===== config.mk =====
export PLATFORM = sky130hd
export DESIGN_NAME = imuldiv_int_div_iterative
export DESIGN_NICKNAME = d
export VERILOG_FILES = /design/src/rtl/imuldiv_int_div_iterative_pkg.sv /design/src/rtl/imuldiv_int_div_iterative_dpath.sv /design/src/rtl/imuldiv_int_div_iterative.sv
export SDC_FILE = /design/constraint.sdc
export NUM_CORES = 1
export LEC_CHECK = 0
export ABC_CLOCK_PERIOD_IN_PS = 2700
export BUFFER_PORTS_ARGS = -buffer_cell sky130_fd_sc_hd__clkbuf_2
export CORE_MARGIN = 5
export CORE_UTILIZATION = 30
export CTS_CLUSTER_SIZE = 8
export DETAILED_ROUTE_END_ITERATION = 8
export SYNTH_ARGS = -nofsm -noshare
export SYNTH_HDL_FRONTEND = slang
export SYNTH_SLANG_ARGS = --single-unit

===== constraint.sdc =====
create_clock -name clk -period 2.7 [get_ports clk]
set_clock_uncertainty 0.05 [all_clocks]
set_input_delay 0.27 -clock clk [delete_from_list [all_inputs] [get_ports clk]]
set_output_delay 0.27 -clock clk [all_outputs]
set_load 0.01 [all_outputs]

===== src/rtl/imuldiv_int_div_iterative_pkg.sv =====
// Shared imuldiv message definitions: MulDiv request message, divider fn codes,
// operand/result widths and the iterative divider FSM encoding.
package imuldiv_int_div_iterative_pkg;

  localparam int DIV_OP_W    = 32;
  localparam int DIV_RES_W   = 64;
  localparam int DIV_CNT_W   = 5;

  localparam logic DIV_FN_UNSIGNED = 1'b0;
  localparam logic DIV_FN_SIGNED   = 1'b1;

  typedef enum logic [2:0] {
    MULDIV_FN_MUL  = 3'd0,
    MULDIV_FN_DIV  = 3'd1,
    MULDIV_FN_DIVU = 3'd2,
    MULDIV_FN_REM  = 3'd3,
    MULDIV_FN_REMU = 3'd4
  } muldivreq_fn_e;

  typedef struct packed {
    muldivreq_fn_e         fn;
    logic [DIV_OP_W-1:0]   a;
    logic [DIV_OP_W-1:0]   b;
  } muldivreq_msg_t;

  typedef enum logic [1:0] {
    DIV_IDLE = 2'd0,
    DIV_CALC = 2'd1,
    DIV_DONE = 2'd2
  } div_state_e;

  // Two's-complement magnitude when neg is set, identity otherwise.
  function automatic logic [DIV_OP_W-1:0] div_mag(input logic [DIV_OP_W-1:0] v,
                                                  input logic neg);
    return neg ? (~v + 32'd1) : v;
  endfunction

endpackage


===== src/rtl/imuldiv_int_div_iterative_dpath.sv =====
// Divider datapath: operand latches, 65-bit remainder/quotient shift register,
// restoring subtractor, sign fix-up and zero-divisor override.
module imuldiv_int_div_iterative_dpath
  import imuldiv_int_div_iterative_pkg::*;
(
  input  logic                  clk,
  input  logic                  reset,
  input  logic                  load,
  input  logic                  prep,
  input  logic                  step,
  input  logic                  done,
  input  logic                  fn,
  input  logic [DIV_OP_W-1:0]   a,
  input  logic [DIV_OP_W-1:0]   b,
  output logic [DIV_RES_W-1:0]  result
);

  logic [DIV_OP_W-1:0] a_reg;
  logic [DIV_OP_W-1:0] b_reg;
  logic [DIV_OP_W-1:0] bmag_reg;
  logic                a_neg_reg;
  logic                b_neg_reg;
  logic [64:0]         rq_reg;

  logic [33:0]         rem_sh;
  logic [33:0]         diff;
  logic [64:0]         rq_step;
  logic [DIV_OP_W-1:0] quo_fix;
  logic [DIV_OP_W-1:0] rem_fix;

  // Raw operands are latched on the request edge; magnitudes are formed in the
  // first CALC cycle so the negation stays off the request input path.
  always_ff @(posedge clk or negedge reset) begin
    if (!reset) begin
      a_reg     <= '0;
      b_reg     <= '0;
      bmag_reg  <= '0;
      a_neg_reg <= 1'b0;
      b_neg_reg <= 1'b0;
      rq_reg    <= '0;
    end else begin
      if (load) begin
        a_reg     <= a;
        b_reg     <= b;
        a_neg_reg <= fn & a[31];
        b_neg_reg <= fn & b[31];
      end
      if (prep) begin
        rq_reg   <= {33'd0, div_mag(a_reg, a_neg_reg)};
        bmag_reg <= div_mag(b_reg, b_neg_reg);
      end else if (step) begin
        rq_reg <= rq_step;
      end
    end
  end

  always_comb begin
    rem_sh  = rq_reg[64:31];
    diff    = rem_sh - {2'b00, bmag_reg};
    rq_step = diff[33] ? {rq_reg[63:0], 1'b0} : {diff[32:0], rq_reg[30:0], 1'b1};
  end

  always_comb begin
    quo_fix = div_mag(rq_reg[31:0], a_neg_reg ^ b_neg_reg);
    rem_fix = div_mag(rq_reg[63:32], a_neg_reg);
    if (b_reg == '0) begin
      quo_fix = '1;
      rem_fix = a_reg;
    end
    result = done ? {rem_fix, quo_fix} : '0;
  end

endmodule


===== src/rtl/imuldiv_int_div_iterative.sv =====
// Iterative 32-bit signed/unsigned divider: one prep cycle then 32 restoring
// steps, result {remainder, quotient} held in DONE until accepted.
module imuldiv_int_div_iterative
  import imuldiv_int_div_iterative_pkg::*;
(
  input  logic                  clk,
  input  logic                  reset,
  input  logic                  divreq_msg_fn,
  input  logic [DIV_OP_W-1:0]   divreq_msg_a,
  input  logic [DIV_OP_W-1:0]   divreq_msg_b,
  input  logic                  divreq_val,
  output logic                  divreq_rdy,
  output logic [DIV_RES_W-1:0]  divresp_msg_result,
  output logic                  divresp_val,
  input  logic                  divresp_rdy
);

  div_state_e           state_reg;
  div_state_e           state_next;
  logic [DIV_CNT_W-1:0] count_reg;
  logic [DIV_CNT_W-1:0] count_next;
  logic                 prep_reg;
  logic                 prep_next;

  logic load;
  logic prep;
  logic step;

  always_ff @(posedge clk or negedge reset) begin
    if (!reset) begin
      state_reg <= DIV_IDLE;
      count_reg <= '0;
      prep_reg  <= 1'b0;
    end else begin
      state_reg <= state_next;
      count_reg <= count_next;
      prep_reg  <= prep_next;
    end
  end

  always_comb begin
    state_next  = state_reg;
    count_next  = count_reg;
    prep_next   = prep_reg;
    load        = 1'b0;
    prep        = 1'b0;
    step        = 1'b0;
    divresp_val = 1'b0;
    case (state_reg)
      DIV_IDLE: begin
        if (divreq_val) begin
          load       = 1'b1;
          state_next = DIV_CALC;
          count_next = '0;
          prep_next  = 1'b1;
        end
      end
      DIV_CALC: begin
        if (prep_reg) begin
          prep      = 1'b1;
          prep_next = 1'b0;
        end else begin
          step       = 1'b1;
          count_next = count_reg + 5'd1;
          if (count_reg == 5'd31) begin
            state_next = DIV_DONE;
          end
        end
      end
      DIV_DONE: begin
        divresp_val = 1'b1;
        if (divresp_rdy) begin
          state_next = DIV_IDLE;
        end
      end
      default: state_next = DIV_IDLE;
    endcase
  end

  // Ready is masked by reset so it reads 0 while the block is held in reset.
  assign divreq_rdy = (state_reg == DIV_IDLE) && reset;

  imuldiv_int_div_iterative_dpath u_dpath (
    .clk    (clk),
    .reset  (reset),
    .load   (load),
    .prep   (prep),
    .step   (step),
    .done   (state_reg == DIV_DONE),
    .fn     (divreq_msg_fn),
    .a      (divreq_msg_a),
    .b      (divreq_msg_b),
    .result (divresp_msg_result)
  );

endmodule


==> results.sh <==
export IMPL_synth_flop_cell="dfrtp_1"
export IMPL_largest_register_ff_count=65
export IMPL_drtPass1Iterations=5
export IMPL_post_place_ws_ps=-457
export IMPL_synthesis_area_mm2=0.0124
export IMPL_syn_to_final_growth_pct=48.3
export IMPL_drc=0
export IMPL_fmaxAchievable_mhz=275
export IMPL_synth_xor_area_frac=0.102
export IMPL_cts_tree="built"
export IMPL_violations="setup timing"
export IMPL_drive_gt1_frac=0.334
export IMPL_synth_mux_area_frac=0.0296
export IMPL_tightest_slew_ps=701
export IMPL_ys_ff_latch=171
export IMPL_p_leak_nw=8.11
export IMPL_syn_nets=1640
export IMPL_crit_arrival_ps=3310
export IMPL_avgSynthCellArea_um2=8.08
export IMPL_syn_inst=1532
export IMPL_status="complete, but fails checks"
export IMPL_hold_depth=3
export IMPL_synthDistinctLibCells=88
export IMPL_via_count=12300
export IMPL_ios=135
export IMPL_fp_dieH_um=213
export IMPL_cts_buffers=17
export IMPL_wl_um=40600
export IMPL_timing_final_ws_setup_ps=-935
export IMPL_start_util=0.303
export IMPL_async_reset_ff_frac=1.00
export IMPL_clock_sinks=171
export IMPL_antenna_cells=0
export IMPL_synth_simple_area_share=0.215
export IMPL_portBuffers=134
export IMPL_r2r_cells=12
export IMPL_fin_crit_sh=1.35
export IMPL_ir_drop_mv=0.766
export IMPL_finalPower_mw=27.5
export IMPL_cts_clk_slew_worst_paths_ps=70
export IMPL_nNetsFinal=2036
export IMPL_wire_per_inst_um=16.4
export IMPL_synth_edf_count=0
export IMPL_place_gp_congestion=0.841
export IMPL_slew_headroom=0.533
export IMPL_yosysSeqAreaShare=0.346
export IMPL_period_minus_slack_ps=3630
export IMPL_tns_ps=-58720
export IMPL_rows=74
export IMPL_clock_root_buffer="clkbuf_16"
export IMPL_grt_max_degree=69
export IMPL_startpoint_type="register"
export IMPL_grt_pass1_wl_um=64300
export IMPL_clkLatencyLatePin_ps=440
export IMPL_fillers=3916
export IMPL_critPathRequiredTime_ps=2380
export IMPL_rsz0062_at_grt="true"
export IMPL_drv_slew=0
export IMPL_grt_overflow=0
export IMPL_viasPerCell=4.96
export IMPL_yosysWarnings=0
export IMPL_finalSetupViolations=100
export IMPL_coreArea_mm2=0.0408
export IMPL_p_per_area_mw_per_mm2=1500
export IMPL_synth_top_family_by_area="simple AND/OR/NAND/NOR gates"
export IMPL_drv_cap=0
export IMPL_die_area_mm2=0.0454
export IMPL_synth_adder_area_share=0.0400
export IMPL_end_kind="primary output"
export IMPL_clk_path_buf_depth=2
export IMPL_grt_pass1_vias=12100
export IMPL_cts_htree_levels=4
export IMPL_finalHoldViolCount=0
export IMPL_die_w_um=213
export IMPL_cp_max_fo=11
export IMPL_antenna_found_initial=0
export IMPL_place_hpwl_um=30100
export IMPL_synth_compound_gate_area_share=0.214
export IMPL_path_class="reg -> out"
export IMPL_hp_class="in -> reg"
export IMPL_drtIter0Drc=640
export IMPL_ant_nets=0
export IMPL_track_usage=0.174
[report_power, final]
part / switching, mW / internal [mW] / leakage [nW] / total, mW
registers: 1.40 / 3.89 / 2.11 / 5.29
logic: 10.2 / 9.47 / 5.72 / 19.7
clock network: 1.14 / 1.39 / 0.286 / 2.52
[routing by layer]
metal / global-route usage / part of all wire
met2: 0.298 / 0.49
met1: 0.233 / 0.45
met3: 0.0254 / 0.045
met4: 0.0447 / 0.023
met5: 0 / 0
[synthesized netlist by cell type (5+ instances only)]
master | n | area, µm²
nor4_2 | 5 | 62.6
dfrtp_1 | 171 | 4280
nand2b_1 | 9 | 56.3
xnor2_1 | 46 | 403
o211ai_1 | 7 | 52.6
nor2_1 | 73 | 274
a31oi_1 | 8 | 50.1
nor3_1 | 15 | 75.1
o21ai_1 | 27 | 135
o21ai_0 | 153 | 766
mux2i_1 | 34 | 340
nand4_1 | 8 | 50.1
or4_1 | 8 | 60.1
xor2_1 | 98 | 858
nand3_1 | 11 | 55.1
nand2_1 | 366 | 1370
clkbuf_1 | 60 | 225
or3_1 | 13 | 81.3
nor4_1 | 15 | 93.8
a21boi_0 | 5 | 37.5
and2_1 | 5 | 31.3
a21oi_1 | 81 | 405
o21bai_1 | 7 | 52.6
buf_1 | 10 | 37.5
o31ai_1 | 23 | 173
o21a_1 | 9 | 67.6
and3_1 | 9 | 56.3
inv_1 | 56 | 210
a22o_1 | 7 | 61.3
o41ai_1 | 11 | 96.3
nand3b_1 | 5 | 37.5
ha_1 | 38 | 475
buf_2 | 5 | 25.0
a211oi_1 | 30 | 225
or4_4 | 7 | 78.8
buf_6 | 7 | 78.8
a21o_1 | 13 | 97.6
[cell usage in the layout, fill, tap and decap left out, types with 22 or more instances in the layout]
cell / instances
buf_2: 31
o21ai_1: 40
buf_4: 251
xor2_1: 97
inv_1: 54
xnor2_1: 44
dfrtp_1: 164
nand2_1: 359
buf_6: 46
clkbuf_2: 73
a211oi_4: 22
a21oi_4: 30
a21oi_1: 39
mux2i_1: 30
o21ai_0: 135
nor2_1: 70
dlygate4sd3_1: 46
[cell families after synthesis]
family	after synthesis
flops	171
simple gates	579
xor+xnor	144
mux	36
compound gates	419
buf+inv	144
fa+ha+maj	39
[worst max-delay path, stage by stage (launching register included)]
cell and delay, ps:
dfrtp_1 390, or4_4 550, nor3_4 130, nand4_1 170
or2_1 300, or4_4 540, buf_16 190, buf_4 150
a211oi_4 250, buf_2 190
[what timing repair did]
action                                  CTS  global route
resized for setup                        96           155
gates cloned                              5             2
endpoints found under the hold margin   110             0
hold buffers                             46             0
buffers inserted                         31            18
pin swaps                                53            47
endpoints found under the setup margin  100           110
[metrics by stage]
stage	utilization	std cells	cell area, µm²	hold WS, ps
after floorplan	-	1532	13100	-75.6
after CTS	0.438	2462	17900	0.678
after detailed placement	0.391	2351	16000	267
final	0.450	2473	18400	4.63
after global routing	0.450	2473	18400	3.54
after global placement	0.391	2351	16000	262
[cell type report]
class	instances	area [µm²]	area share
well taps	532	666	0.0363
repair buffers	465	3760	0.205
clock buffers	18	429	0.0234
inverters	56	210	0.0114
flip-flops and latches	171	4290	0.234
multi-input cells	1217	8850	0.482
clock inverters	14	160	0.00872
[final timing paths]
check,startpoint,endpoint,slack (ps)
min in group asynchronous,reset,u_dpath.bmag_reg[29],360
setup / recovery,u_dpath.b_reg[12],divresp_msg_result[55],-930
hold reg to reg,u_dpath.bmag_reg[23],u_dpath.bmag_reg[23],430
max in group asynchronous,reset,u_dpath.rq_reg[29],1270
setup reg to reg,u_dpath.rq_reg[57],u_dpath.rq_reg[47],-300
hold / removal,divreq_msg_b[3],u_dpath.b_reg[3],5
(Power assumes the default switching activity.)
